[src/rtl/pwm_ramp_ctrl_pkg.sv]
// Shared types and constants for the PWM ramp controller slice (package pwm_pkg).
package pwm_pkg;

  localparam int unsigned DEF_BITS     = 16;
  localparam int unsigned DEF_IVL_BITS = 8;

  typedef enum logic [1:0] {
    IDLE,
    WAIT,
    STEP
  } state_t;

  // Last counter value of a PWM period; the period is period_max(bits)+1 clocks.
  function automatic int unsigned period_max(input int unsigned bits);
    return 32'd1 << bits;
  endfunction

endpackage

[src/rtl/pwm_ramp_ctrl_if.sv]
// Command port of the PWM ramp controller: valid/ready handshake carrying
// target duty, step magnitude and inter-step interval.
interface pwm_ramp_ctrl_if
  import pwm_pkg::*;
#(
  parameter int unsigned BITS     = DEF_BITS,
  parameter int unsigned IVL_BITS = DEF_IVL_BITS
);

  logic                cmd_valid;
  logic                cmd_ready;
  logic [BITS-1:0]     cmd_target;
  logic [BITS-1:0]     cmd_step;
  logic [IVL_BITS-1:0] cmd_interval;

  modport master (
    output cmd_valid,
    output cmd_target,
    output cmd_step,
    output cmd_interval,
    input  cmd_ready
  );

  modport slave (
    input  cmd_valid,
    input  cmd_target,
    input  cmd_step,
    input  cmd_interval,
    output cmd_ready
  );

endinterface

[src/rtl/pwm_ramp_ctrl_step.sv]
// Combinational ramp step: moves duty toward target by step (0 acts as 1),
// clamping onto target when the remaining distance is within one step.
module pwm_ramp_step
  import pwm_pkg::*;
#(
  parameter int unsigned BITS = DEF_BITS
) (
  input  logic [BITS-1:0] duty,
  input  logic [BITS-1:0] target,
  input  logic [BITS-1:0] step,
  output logic [BITS-1:0] next_duty,
  output logic            finished
);

  logic [BITS-1:0] step_eff;
  logic [BITS:0]   diff;
  logic            up;

  // Distance computed one bit wider so the clamp decision never wraps.
  always_comb begin
    step_eff  = (step == '0) ? BITS'(1) : step;
    up        = (target >= duty);
    diff      = up ? ({1'b0, target} - {1'b0, duty}) : ({1'b0, duty} - {1'b0, target});
    finished  = (diff <= {1'b0, step_eff});
    next_duty = target;
    if (!finished) begin
      next_duty = up ? (duty + step_eff) : (duty - step_eff);
    end
  end

endmodule

[src/rtl/pwm_ramp_ctrl.sv]
// PWM ramp controller: owns the PWM period counter and compare output and ramps
// the live duty toward a commanded target, updating duty only right after a
// period wrap so every period sees a single duty value.
// Optional feature macro: PWM_RAMP_DONE_EN adds a one-cycle `done` pulse.
module pwm_ramp_ctrl
  import pwm_pkg::*;
#(
  parameter int unsigned BITS     = DEF_BITS,
  parameter int unsigned IVL_BITS = DEF_IVL_BITS
) (
  input  logic              clk,
  input  logic              reset,
  pwm_ramp_ctrl_if.slave    cmd,
  input  logic              abort,
  output logic [BITS-1:0]   duty,
  output logic              busy,
  output logic              out
`ifdef PWM_RAMP_DONE_EN
  ,
  output logic              done
`endif
);

  localparam logic [BITS:0] CNT_MAX = (BITS+1)'(period_max(BITS));

  logic [BITS:0]       cnt;
  logic                wrap;
  state_t              state;
  logic [BITS-1:0]     tgt;
  logic [BITS-1:0]     stp;
  logic [IVL_BITS-1:0] ivl;
  logic [IVL_BITS-1:0] ivl_cnt;
  logic [BITS-1:0]     step_next;
  logic                step_fin;

  assign wrap = (cnt == CNT_MAX);

  // Period counter: 0..2^BITS then back to 0.
  always_ff @(posedge clk) begin
    if (reset || wrap) cnt <= '0;
    else               cnt <= cnt + 1'b1;
  end

  // Registered compare output.
  always_ff @(posedge clk) begin
    if (reset) out <= 1'b0;
    else       out <= ({1'b0, duty} >= cnt);
  end

  pwm_ramp_step #(.BITS(BITS)) u_step (
    .duty      (duty),
    .target    (tgt),
    .step      (stp),
    .next_duty (step_next),
    .finished  (step_fin)
  );

  // Ramp sequencer with registered busy/ready; abort takes priority over wrap.
  always_ff @(posedge clk) begin
`ifdef PWM_RAMP_DONE_EN
    done <= 1'b0;
`endif
    if (reset) begin
      state         <= IDLE;
      duty          <= '0;
      busy          <= 1'b0;
      cmd.cmd_ready <= 1'b1;
      tgt           <= '0;
      stp           <= '0;
      ivl           <= '0;
      ivl_cnt       <= '0;
`ifdef PWM_RAMP_DONE_EN
      done          <= 1'b0;
`endif
    end else begin
      case (state)
        IDLE: begin
          if (cmd.cmd_valid && cmd.cmd_ready) begin
            tgt           <= cmd.cmd_target;
            stp           <= cmd.cmd_step;
            ivl           <= cmd.cmd_interval;
            ivl_cnt       <= cmd.cmd_interval;
            state         <= WAIT;
            busy          <= 1'b1;
            cmd.cmd_ready <= 1'b0;
          end
        end
        WAIT: begin
          if (abort) begin
            state         <= IDLE;
            busy          <= 1'b0;
            cmd.cmd_ready <= 1'b1;
          end else if (wrap) begin
            if (ivl_cnt == '0) state <= STEP;
            else               ivl_cnt <= ivl_cnt - 1'b1;
          end
        end
        STEP: begin
          if (abort) begin
            state         <= IDLE;
            busy          <= 1'b0;
            cmd.cmd_ready <= 1'b1;
          end else begin
            duty <= step_next;
            if (step_fin) begin
              state         <= IDLE;
              busy          <= 1'b0;
              cmd.cmd_ready <= 1'b1;
`ifdef PWM_RAMP_DONE_EN
              done          <= 1'b1;
`endif
            end else begin
              ivl_cnt <= ivl;
              state   <= WAIT;
            end
          end
        end
        default: begin
          state         <= IDLE;
          busy          <= 1'b0;
          cmd.cmd_ready <= 1'b1;
        end
      endcase
    end
  end

endmodule

[src/flat_wrapper.sv]
// flat-port wrapper written by rule: the top's interface ports become plain ports
module pwm_ramp_ctrl_flat import pwm_pkg::*;
#(
  parameter int unsigned BITS     = DEF_BITS,
  parameter int unsigned IVL_BITS = DEF_IVL_BITS
)
  (clk, reset, abort, duty, busy, out, cmd_cmd_valid, cmd_cmd_target, cmd_cmd_step, cmd_cmd_interval, cmd_cmd_ready);
  pwm_ramp_ctrl_if #(.BITS(BITS), .IVL_BITS(IVL_BITS)) cmd_i ();
  input  logic clk;
  input  logic reset;
  input  logic abort;
  output logic [BITS-1:0] duty;
  output logic busy;
  output logic out;
  input wire logic [$bits(cmd_i.cmd_valid)-1:0] cmd_cmd_valid;
  input wire logic [$bits(cmd_i.cmd_target)-1:0] cmd_cmd_target;
  input wire logic [$bits(cmd_i.cmd_step)-1:0] cmd_cmd_step;
  input wire logic [$bits(cmd_i.cmd_interval)-1:0] cmd_cmd_interval;
  output wire logic [$bits(cmd_i.cmd_ready)-1:0] cmd_cmd_ready;
  assign cmd_i.cmd_valid = cmd_cmd_valid;
  assign cmd_i.cmd_target = cmd_cmd_target;
  assign cmd_i.cmd_step = cmd_cmd_step;
  assign cmd_i.cmd_interval = cmd_cmd_interval;
  assign cmd_cmd_ready = cmd_i.cmd_ready;
  pwm_ramp_ctrl #(.BITS(BITS), .IVL_BITS(IVL_BITS)) u_core (.clk(clk), .reset(reset), .cmd(cmd_i), .abort(abort), .duty(duty), .busy(busy), .out(out));
endmodule
[config.mk]
export PLATFORM = sky130hd
export DESIGN_NAME = pwm_ramp_ctrl_flat
export DESIGN_NICKNAME = d
export VERILOG_FILES = /design/src/rtl/pwm_ramp_ctrl_pkg.sv /design/src/rtl/pwm_ramp_ctrl_if.sv /design/src/rtl/pwm_ramp_ctrl_step.sv /design/src/rtl/pwm_ramp_ctrl.sv /design/src/flat_wrapper.sv
export SDC_FILE = /design/constraint.sdc
export NUM_CORES = 1
export LEC_CHECK = 0
export CAP_MARGIN = 40
export CORE_MARGIN = 1
export CORE_UTILIZATION = 36
export DETAILED_ROUTE_END_ITERATION = 7
export GPL_ROUTABILITY_DRIVEN = 0
export SETUP_SLACK_MARGIN = 0.3
export SLEW_MARGIN = 10
export SYNTH_ARGS = -nofsm -noshare
export SYNTH_HDL_FRONTEND = slang
export SYNTH_SLANG_ARGS = --single-unit
[constraint.sdc]
create_clock -name clk -period 6.5 [get_ports clk]
set_input_delay 1.95 -clock clk [delete_from_list [all_inputs] [get_ports clk]]
set_output_delay 1.95 -clock clk [all_outputs]
set_load 0.02 [all_outputs]
Word-level counts from Yosys, hierarchy flattened
Index checks and enable logic that the tools add are counted.
{"block": "totals", "reg_bits": 86, "latch_bits": 0, "ram_bits": 0, "rom_bits": 0, "input_bits": 44, "out_inout_bits": 19, "word_cells": 72, "n_memories": 0}
{"block": "op_classes", "addsub": 6, "multipliers": 0, "n_div": 0, "n_lt_le_gt_ge": 3, "eq_ne": 13, "shifts": 0, "muxes": 28, "bitwise": 1, "n_reduce_logical": 11}
{"operator": "16-bit two-way mux", "count": 3}
{"operator": "8-bit two-way mux", "count": 6}
{"operator": "16-bit by 16-bit subtractor with 17-bit output", "count": 2}
{"operator": "8-bit case mux with 3 select lines", "count": 1}
{"operator": "17-bit by 1-bit adder with 17-bit output, second input constant", "count": 1}
{"operator": "17-bit equality test, second input constant", "count": 1}
{"operator": "16-bit by 17-bit >= comparator with 1-bit output", "count": 1}
{"operator": "17-bit by 16-bit <= comparator with 1-bit output", "count": 1}
{"operator": "17-bit two-way mux", "count": 1}
{"operator": "16-bit adder", "count": 1}
{"operator": "16-bit >= comparator", "count": 1}
{"operator": "16-bit logical NOT", "count": 1}
{"operator": "16-bit subtractor", "count": 1}
{"operator": "2-bit two-way mux", "count": 5}
{"operator": "2-bit != test, second input constant", "count": 5}
{"operator": "1-bit two-way mux", "count": 9}
{"operator": "3-bit by 2-bit != test with 1-bit output, second input constant", "count": 3}
{"operator": "8-bit logical NOT", "count": 1}
{"operator": "8-bit by 1-bit subtractor with 8-bit output, second input constant", "count": 1}
{"operator": "7-bit AND reduction", "count": 1}
{"operator": "1-bit case mux with 3 select lines", "count": 2}
{"operator": "2-bit case mux with 3 select lines", "count": 1}
{"operator": "3-bit AND reduction", "count": 2}
{"operator": "2-bit by 1-bit != test with 1-bit output, second input constant", "count": 2}
{"operator": "8 further kinds", "count": 9}

Logic depth before layout (Yosys ltp)
Gate-level depths: netlist of run 1.
{"block": "logic_depth", "ltp_word": 6, "ltp_mapped": 23, "depth_no_buf": 21}

Hierarchy
Synthesis of run 1 repeated with hierarchy kept, for this count alone.
{"block": "unflattened", "cells_unflattened": 939, "hier_area_um2": 7103.1}
{"module": "pwm_ramp_ctrl", "instances": 1, "cells_per_inst": 501, "area_each_um2": 3977.6, "seq_area_each_um2": 1721.7}
{"module": "pwm_ramp_step", "instances": 1, "cells_per_inst": 438, "area_each_um2": 3125.5, "seq_area_each_um2": 0.0}

Worst setup path before layout of run 1
Ideal clock, no wire load.
{"block": "synth_path", "path_kind": "register to register", "startpoint": "register u_core.duty[1]", "endpoint": "register u_core.duty[1]", "setup_ns": 0.086, "arrival_ns": 4.674, "required_ns": 6.414, "setup_slack_ns": 1.740, "stages_incl_launch_ff": 22, "n_path_buf": 3, "synth_period_minus_slack_ns": 4.760, "path_cell_list": "dfxtp_1 -> inv_1 -> ha_1 -> nor2b_1 -> o31a_1 -> o21ai_1 -> o211ai_2 -> a21oi_2 -> buf_2 -> buf_2 -> o21ai_0 -> xnor2_1 -> ha_1 -> a21oi_1 -> nor2_1 -> a2111oi_0 -> o21ai_0 -> o31ai_1 -> o211ai_1 -> buf_4 -> mux2i_1 -> a211oi_1"}
{"block": "synth_between", "elab_chain_cells": 4, "elab_cells_between_ends": 9, "cone_classes": "add/sub (4); order compare (2); mux (3)"}
{"item": "from (decl)", "line_no": "pwm_ramp_ctrl.sv:15", "source": "output logic [BITS-1:0] duty,"}
{"item": "from (signal assigned)", "line_no": "pwm_ramp_ctrl.sv:104", "source": "duty <= step_next;"}
{"item": "16-bit by 16-bit subtractor with 17-bit output / 16-bit >= comparator (equally long branches)", "line_no": "pwm_ramp_ctrl_step.sv:23, pwm_ramp_ctrl_step.sv:22"}
{"item": "17-bit two-way mux", "line_no": "pwm_ramp_ctrl_step.sv:23", "source": "diff = up ? ({1'b0, target} - {1'b0, duty}) : ({1'b0, duty} - {1'b0, target});"}
{"item": "17-bit by 16-bit <= comparator with 1-bit output", "line_no": "pwm_ramp_ctrl_step.sv:24", "source": "finished = (diff <= {1'b0, step_eff});"}
{"item": "16-bit two-way mux (*)", "line_no": "pwm_ramp_ctrl_step.sv:26", "source": "if (!finished) begin"}
Every way passes the cells marked *; elsewhere a longest branch is shown, timed or not.
A chain may end at the register's enable or synchronous reset.

Final worst setup path of run 1
{"block": "layout_path", "startpoint": "register u_core.duty[1]", "endpoint": "register u_core.duty[12]"}
The elaborated chain is that of the path after synthesis.

==> results_dict.tcl, run 1 <==
set metrics [dict create \
    rsz0062_at_grt "no" \
    start_util 0.3670 \
    fill_cells 2052 \
    hpwl_um 15310 \
    setup_viol 0 \
    worst_pin_slew_ps 674.0 \
    die_h_um 142.6 \
    period_share 0.8477 \
    dr.first_iter.drc_count 373 \
    die_w_um 142.6 \
    cts.sinks 86 \
    crit_fanout 22 \
    numPortBuffers 62 \
    min_from "u_core.ivl[5]$_SDFFE_PP0P_" \
    placed_cell_area_um2 7953 \
    wl_per_cell_um 16.11 \
    outcome "finished, final reports clean" \
    holdWs_ps 459.2 \
    skew_ps 14.10 \
    area_growth_pct 15.83 \
    overflow 0 \
    drv_slew 0 \
    avgSynthCellArea_um2 7.747 \
    slew_headroom 0.5448 \
    synth-edff-count 0 \
    fin_nets 1092 \
    syn_nets 1054 \
    r2r_slack_ps 990 \
    path_cells "inv_1 -> ha_1 -> nor2b_1 -> o31a_1 -> o21ai_1 -> o211ai_2 -> a21oi_4 -> mux2i_1 -> a311oi_1 -> a2bb2oi_1 -> ha_1 -> nand2_1 -> nor2_1 -> a2111oi_0 -> o21ai_0 -> o31ai_2 -> o211ai_1 -> buf_4 -> and3_1 -> a2111oi_0" \
    synth-warning-count 0 \
    vdd_ir_drop_max_v 0.0002638 \
    hold_class "flip-flop to flip-flop" \
    antenna_found_initial 0 \
    finalPower_mw 4.294 \
    seq_area_frac_synth 0.2418 \
    p_leak_nw 3.298 \
    crit_type "flip-flop to flip-flop" \
    hold_buffers 0 \
    ctsResizeCount 0 \
    hold_viol 0 \
    synth_top_family_by_area "compound AO/OA/AOI/OAI gates" \
    critPathLaunchType "flip-flop" \
    slowest_stage "dfxtp_1" \
    vias 6510 \
    async_reset_ff_frac 0 \
    grt_pass1_wl_um 31730 \
    r2r-end "u_core.duty[12]$_SDFFE_PP0P_" \
    synth_xor_area_frac 0.07381 \
    min_period_ps 5510 \
    grt_start_max_net_pins 58 \
    drc 0 \
    yosys.area_share.simple 0.1822 \
    stdcell_area_um2 8247 \
    synthAdderAreaFrac 0.1631 \
    via_per_inst 5.310 \
    end_kind "flip-flop" \
    slowest_delay_ps 530 \
    cts_max_level 3 \
    ys_ff_latch 86 \
    dieArea_um2 20340 \
    r2r-start "u_core.duty[1]$_SDFFE_PP0P_" \
    dr.pass1.iters 5 \
    min_to "u_core.ivl[5]$_SDFFE_PP0P_" \
    synth_compound_area_frac 0.2371 \
    max_freq_mhz 181.5 \
    fin_setup_tns_ps 0 \
    numCtsBuffers 9 \
    critical_path_arrival_ps 5750 \
    wirelength_um 19750 \
    diodes 0 \
    cts_tree "done" \
    syn_inst 919 \
    muxShareOfSynthArea 0.02865 \
    powerDensity_nw_per_um2 520.7 \
    post_cts_buffers 0 \
    drive_above_1_share 0.04266 \
    maxCapViolations 0 \
    worstPathRequired_ps 6740 \
    synth.distinct_cells 68 \
    grt_use_total 0.2000 \
    core_um2 19400 \
    clk_pin_slew_ps 70 \
    num_rows 51 \
    clockBufferDepth 2 \
    hold_depth 2 \
    reg2reg_depth 20 \
    synth_flop_cell "dfxtp_1" \
    insertion_delay_ps 360 \
    fin_util 0.4251 \
    syn_area_um2 7119 \
    ant_nets 0 \
    clock-root-buffer "clkbuf_16" \
    grt_pass1_vias 6119 \
    io_pins 63 \
]
## cell usage after synthesis, types with 8 or more instances
library cell | number | share of area
a211oi_1 | 21 | 0.022
nand2_1 | 108 | 0.057
o21a_1 | 15 | 0.016
xor2_1 | 13 | 0.016
clkbuf_1 | 27 | 0.014
ha_1 | 88 | 0.15
a21o_1 | 18 | 0.019
nand4_1 | 9 | 0.0079
mux2i_1 | 17 | 0.024
nor2_1 | 67 | 0.035
nor3_1 | 12 | 0.0084
xnor2_1 | 47 | 0.058
o21ai_0 | 40 | 0.028
a21oi_1 | 91 | 0.064
or4_1 | 13 | 0.014
dfxtp_1 | 86 | 0.24
buf_2 | 9 | 0.0063
nand3_1 | 18 | 0.013
nand2b_1 | 8 | 0.0070
inv_1 | 88 | 0.046
## cell usage in the layout, fill, tap and decap left out, drive strengths merged, types with 11 or more instances in the layout
cell and n:
mux2i 17, nor2 69, nor3 12, clkbuf 11, a21o 18, inv 88, nand3 19, o21ai 42
or4 13, nand2 110, clkdlybuf4s50 61, a211oi 21, a21oi 92, xor2 13, o21a 15, xnor2 47
dfxtp 86, ha 88
## how the worst max path moves through the flow
stage | end | cells after the start | startpoint | slack (ps)
finish | u_core.duty[12]$_SDFFE_PP0P_ | 20 | u_core.duty[1]$_SDFFE_PP0P_ | 990
global route | u_core.duty[12]$_SDFFE_PP0P_ | 20 | u_core.duty[1]$_SDFFE_PP0P_ | 350
CTS | u_core.duty[12]$_SDFFE_PP0P_ | 20 | u_core.duty[1]$_SDFFE_PP0P_ | 760
detailed placement | u_core.duty[12]$_SDFFE_PP0P_ | 20 | u_core.duty[1]$_SDFFE_PP0P_ | 810
global placement | u_core.duty[12]$_SDFFE_PP0P_ | 20 | u_core.duty[1]$_SDFFE_PP0P_ | 1070
floorplan | u_core.duty[1]$_SDFFE_PP0P_ | 21 | u_core.duty[1]$_SDFFE_PP0P_ | 1740
## critical path: cells and delay by family (launching register included)
family                     cells  cell delay [ps]
muxes                          1              420
buffers and inverters          2              410
and+or+nand+nor                4              480
adders and majority gates      2              690
AOI/OAI and AO/OA             11             2850
DFF                            1              530
## state kept, by name, indices dropped and copies added (netlist names)
signal / cells
u_core.ivl: 8
u_core.duty: 16
u_core.stp: 16
u_core.cnt: 17
u_core.tgt: 16
u_core.cmd.cmd_ready: 1
u_core.state: 2
u_core.busy: 1
u_core.ivl_cnt: 8
u_core.out: 1
## per-stage QoR
step,std cells,setup slack (ps)
3_3_place_gp,1210,1067
6_report,1226,990.0
2_1_floorplan,919,1740
5_1_grt,1226,354.2
4_1_cts,1226,763.0
3_5_place_dp,1211,807.9
## logic make-up (layout without fill, tap and decap cells)
group | count (synthesis) | count (layout)
AO/OA/AOI/OAI | 257 | 257
XOR/XNOR | 60 | 60
adder cells (fa/ha/maj) | 91 | 91
buffers and inverters | 132 | 174
flip-flops | 86 | 86
multiplexers | 20 | 20
AND/OR/NAND/NOR | 273 | 273
## power by group
group,total (mW),leakage (nW),switching (mW),internal [mW]
registers,0.728,0.701,0.108,0.620
clock network,0.519,0.139,0.223,0.296
logic,3.05,2.46,1.78,1.27
total,4.29,3.30,2.11,2.19
## layout make-up
cell class                      instances  area [µm²]  area share
Clock inverter                          4       48.80    0.005917
Sequential cell                        86        1722      0.2088
Inverter                               88       330.3     0.04005
Timing Repair Buffer                   71       690.7     0.08375
Clock buffer                           11       232.7     0.02822
Multi-Input combinational cell        701        4891      0.5931
Tap cell                              265       331.6     0.04021
## routing by layer
layer | vias to the layer above | share of wire | global-route usage | wire, µm
met2 | 153 | 0.47 | 0.3393 | 9311
li1 | 3310 | - | - | -
met4 | 0 | 0.020 | 0.06225 | 397
met3 | 23 | 0.039 | 0.03219 | 763
met1 | 3024 | 0.47 | 0.2585 | 9276
met5 | - | 0 | 0 | 0
Power figures use the tool's default switching activity.
==> run 2, diff against run 1 <==
Clock period 6.5 ns to 4.7 ns, I/O delays scaled along.
==> results_dict.tcl, run 2 (synthesis gave the netlist of run 1 again) <==
set metrics [dict create \
    vdd_ir_drop_max_v 0.0005459 \
    fin_nets 1174 \
    clock-root-buffer "clkbuf_16" \
    cp.depth 20 \
    placed_cell_area_um2 8531 \
    die_h_um 142.6 \
    r2r-start "u_core.tgt[1]$_SDFFE_PP0P_" \
    worst_path_most_repeated_cell "ha_4" \
    hold_viol 0 \
    grt_pass1_vias 6675 \
    r2r_slack_ps 250 \
    drive_above_1_share 0.1916 \
    top_register "u_core.cnt" \
    ant_nets 0 \
    fin_setup_tns_ps 0 \
    core_um2 19400 \
    slowest_stage "or4_1" \
    cts.sinks 86 \
    largest_register_ffs 17 \
    worstPathRequired_ps 4990 \
    drc 0 \
    critical_path_arrival_ps 4740 \
    grt_start_max_net_pins 45 \
    hold_class "flip-flop to flip-flop" \
    worst_pin_slew_ps 907.8 \
    hpwl_um 16460 \
    dr.first_iter.drc_count 369 \
    crit_type "flip-flop to flip-flop" \
    drv_slew 0 \
    outcome "finished, final reports clean" \
    dieArea_um2 20340 \
    holdWs_ps 458.2 \
    hold_buffers 0 \
    slew_headroom 0.3948 \
    via_per_inst 5.300 \
    reg2reg_depth 20 \
    setup_viol 0 \
    numCtsBuffers 9 \
    rsz0062_at_grt "yes" \
    crit_end "u_core.ivl_cnt[4]$_SDFFE_PP0P_" \
    max_freq_mhz 224.9 \
    path_cells "ha_4 -> nor2b_2 -> o31a_1 -> o21ai_4 -> o211ai_2 -> a21oi_2 -> buf_6 -> mux2i_4 -> a311oi_2 -> a2bb2oi_2 -> ha_4 -> nand4_1 -> nor2_4 -> o311ai_4 -> o21ai_1 -> o31ai_2 -> buf_4 -> o2111a_2 -> or4_1 -> a21oi_1" \
    end_kind "flip-flop" \
    numPortBuffers 62 \
    io_pins 63 \
    slowest_delay_ps 530 \
    powerDensity_nw_per_um2 828.3 \
    maxCapViolations 0 \
    critPathBufInv 2 \
    finalPower_mw 7.781 \
    insertion_delay_ps 360 \
    overflow 0 \
    vias 6938 \
    path_delay_family "compound AO/OA/AOI/OAI gates" \
    die_w_um 142.6 \
    crit_start "u_core.tgt[1]$_SDFFE_PP0P_" \
    clockBufferDepth 2 \
    grt_use_total 0.2187 \
    p_leak_nw 3.836 \
    wirelength_um 21870 \
    antenna_found_initial 0 \
    final_cells 1309 \
    critPathLaunchType "flip-flop" \
    period_share 0.9460 \
    crit_fanout 7 \
    use_met3 0.03052 \
    area_growth_pct 31.95 \
    clk_pin_slew_ps 70 \
    r2r-end "u_core.ivl_cnt[4]$_SDFFE_PP0P_" \
    layout_common_cells "105 x nand2_1, 87 x a21oi_1, 85 x inv_1" \
    start_util 0.3670 \
    grt_pass1_wl_um 34610 \
    gr-max-usage-layer "met2" \
    min_period_ps 4446 \
    wl_per_cell_um 16.71 \
    placed_cells 1275 \
    dr.pass1.iters 5 \
    met1_usage 0.2895 \
    diodes 0 \
    stdcell_area_um2 9394 \
    grt_util_met2 0.3594 \
    skew_ps 11.07 \
    cts_max_level 3 \
    cts_tree "done" \
    num_rows 51 \
    layout_commonest_cell "nand2_1" \
]
## run 2: changes by cell type in the layout (fill, tap and decap cells not counted), moves of 6 or more
cell / previous run / this run
ha_4: 0 / 6
dfxtp_2: 0 / 13
dfxtp_1: 86 / 68
ha_1: 88 / 77
buf_4: 8 / 78
o21ai_0: 40 / 32
buf_6: 0 / 7
## run 2: layout make-up
class                      count  area [µm²]
timing repair buffer         152        1393
clock inverter                 2       38.79
tap                          265       331.6
sequential                    86        1757
inverter                      88       332.8
fill                        1934       10000
multi-input combinational    702        5268
clock buffer                  14       274.0
## run 2: metal layers
metal | vias up | routed length (µm)
li1 | 3492 | -
met3 | 26 | 720
met2 | 142 | 10170
met4 | 0 | 581
met1 | 3278 | 10390
met5 | - | 0
## run 2: worst min-delay path, stage by stage, from the launching register on
cell and delay [ps]:
dfxtp_1 310, nand2_1 50, a21oi_1 50
## run 2: per-stage QoR
step / util / worst slack [ps]
finish: 0.4843 / 253.7
global route: 0.4843 / 66.27
detailed placement: 0.4398 / -117.7
CTS: 0.4675 / 283.3
floorplan: - / 321.8
global placement: 0.4390 / 107.8
## run 2: worst min-delay path by stage
stage / start / to / slack [ps] / cells after the start
after floorplan: u_core.ivl[0]$_SDFFE_PP0P_ / u_core.ivl[0]$_SDFFE_PP0P_ / 440 / 2
after global placement: u_core.ivl[6]$_SDFFE_PP0P_ / u_core.ivl[6]$_SDFFE_PP0P_ / 450 / 2
after detailed placement: u_core.ivl[5]$_SDFFE_PP0P_ / u_core.ivl[5]$_SDFFE_PP0P_ / 450 / 2
after CTS: u_core.ivl[0]$_SDFFE_PP0P_ / u_core.ivl[0]$_SDFFE_PP0P_ / 460 / 2
after global routing: u_core.ivl[0]$_SDFFE_PP0P_ / u_core.ivl[0]$_SDFFE_PP0P_ / 480 / 2
final: u_core.ivl[0]$_SDFFE_PP0P_ / u_core.ivl[0]$_SDFFE_PP0P_ / 460 / 2
## run 2: what timing repair did
action,4_1_cts,5_1_grt
pin swaps,19,38
resized for setup,34,60
setup buffers,6,9
endpoints found under the setup margin,27,27
cloned,1,2
## run 2: where the power goes
group | switching, mW | internal (mW)
Combinational | 3.10 | 2.91
Sequential | 0.128 | 0.858
Clock | 0.323 | 0.459
Total | 3.55 | 4.23
==> RTL change, RTL diff (flow settings as in run 2) <==
The package constant `DEF_IVL_BITS` goes from 8 to 10.
--- a/src/rtl/pwm_ramp_ctrl_pkg.sv
+++ b/src/rtl/pwm_ramp_ctrl_pkg.sv
@@ -3,5 +3,5 @@
 
   localparam int unsigned DEF_BITS     = 16;
-  localparam int unsigned DEF_IVL_BITS = 8;
+  localparam int unsigned DEF_IVL_BITS = 10;
 
   typedef enum logic [1:0] {
Ports: changed (resized cmd_cmd_interval); port bits go from 63 to 65. The function was not compared with the original's and may differ.
==> RTL change against run 2 <==
  * Synthesized area rose by 2.3%
  * Final cell count rose by 0.61%
  * Worst hold slack got worse by 0.97 ps
  * Die area rose by 2.2%
  * Wire length fell by 0.43%
  * Via count rose by 1.6%
  * Fmax fell by 2.3%
  * Sequential power rose by 5%
  * Sequential cell count rose by 4
  * Cell area fell by 0.12%
  * Power fell by 1.2%
  * Non-clock buffer count fell by 13
  * Setup slack got worse by 110 ps
  * Largest power group unchanged
  * Highest routed layer unchanged
==> RTL change: results (changes against run 2) <==
status: finished clean
M1 WL: 10.34 mm (-0.53%)
comb_multi_in: 726 (+3.4%)
clock-cell share of area: 3.294% (-0.036 points)
CTS Sinks: 90 (+4.7%)
Data buffer area share: 13.80% (-1.0 points)
synth unique cells: 74 (+8.8%)
CP max FO: 6 (-1)
Seq/Total Area, Yosys: 24.75% (+0.56 points)
IO Port Bufs: 64 (+3.2%)
Non-clock inverters: 81 (-8.0%)
count of non-filler cells in the finished layout: 1,317 (+0.61%)
largest register by flop count: u_core.cnt
largest net degree at the start of global routing: 52 (+16%)
met1 usage: 28.03% (-0.92 points)
Worst-Margin Slew: 1149 ps (+240.7 ps)
Vias: 7,048 (+1.6%)
synth top area cells: dfxtp_1, ha_1, nand2_1
Worst Hold Slack: 457.2 ps (-0.9740 ps)
fraction of standard cell area in multi-input logic: 56.51% (+0.44 points)
initial DRC count: 405 (+9.8%)
hpwl dp: 16.11 mm (-2.1%)
skew final: 11.46 ps (+0.3848 ps)
hold wc startpoint: u_core.stp[8]
post-CTS setup buffers: 4 (-2)
worst IR drop on VDD: 0.0004470 V (-18%)
share of layout cells above drive strength 1: 17.40% (-1.8 points)
routed wl met2: 10.05 mm (-1.2%)
dpl ws: 36.92 ps (+154.7 ps)
Synth Net Count: 1,079 (+2.4%)
DIE AREA: 20,800 sq um (+2.2%)
Mean Syn Cell Area: 7.721 sq um (-0.34%)
met3 GRT Util: 3.510% (+0.46 points)
Lkg Pwr: 3.758 nW (-2.1%)
CLK BUF: 9 (-5)
GRT Total Usage: 21.15% (-0.71 points)
met3 WL: 907 um (+26%)
vias in the first global route: 6,658 (-0.25%)
wire length of the first global-routing pass: 33.93 mm (-2.0%)
final net count: 1,183 (+0.77%)
WP data arrival: 4860 ps (+120 ps)
worst r2r path cells: 19 (-5.0%)
most frequent cells after synthesis: nand2_1, dfxtp_1, a21oi_1
Tcrit/Tclk final: 96.88% (+2.3 points)
## RTL change: worst max-delay path, stage by stage (launching register included)
cell and delay, ps:
dfxtp_2 330, inv_1 80, ha_4 300, nand4_1 200
nor3_2 330, a21boi_4 100, and4_4 200, nor2_4 170
mux2_4 340, o221ai_2 160, xor2_1 110, ha_1 310
nand4_1 100, or2_4 250, nor3_4 220, a41oi_2 190
a221oi_4 370, a221o_1 350, clkbuf_16 200, mux2i_1 170
## RTL change: cell families after synthesis
kind of cell	Yosys count	share of synthesized area, %
simple gates	305	19.09
compound gates	243	22.00
buf+inv	127	7.252
fa+ha+maj	90	15.78
flops	90	24.75
xor+xnor	62	7.458
mux	26	3.678
## RTL change: power breakdown
| part | internal (mW) | leakage [nW] | switching (mW) | total (mW) |
|---|---|---|---|---|
| Sequential | 0.901 | 0.744 | 0.135 | 1.04 |
| Combinational | 2.73 | 2.86 | 3.16 | 5.89 |
| Clock | 0.382 | 0.151 | 0.379 | 0.762 |
| Total | 4.01 | 3.76 | 3.68 | 7.69 |
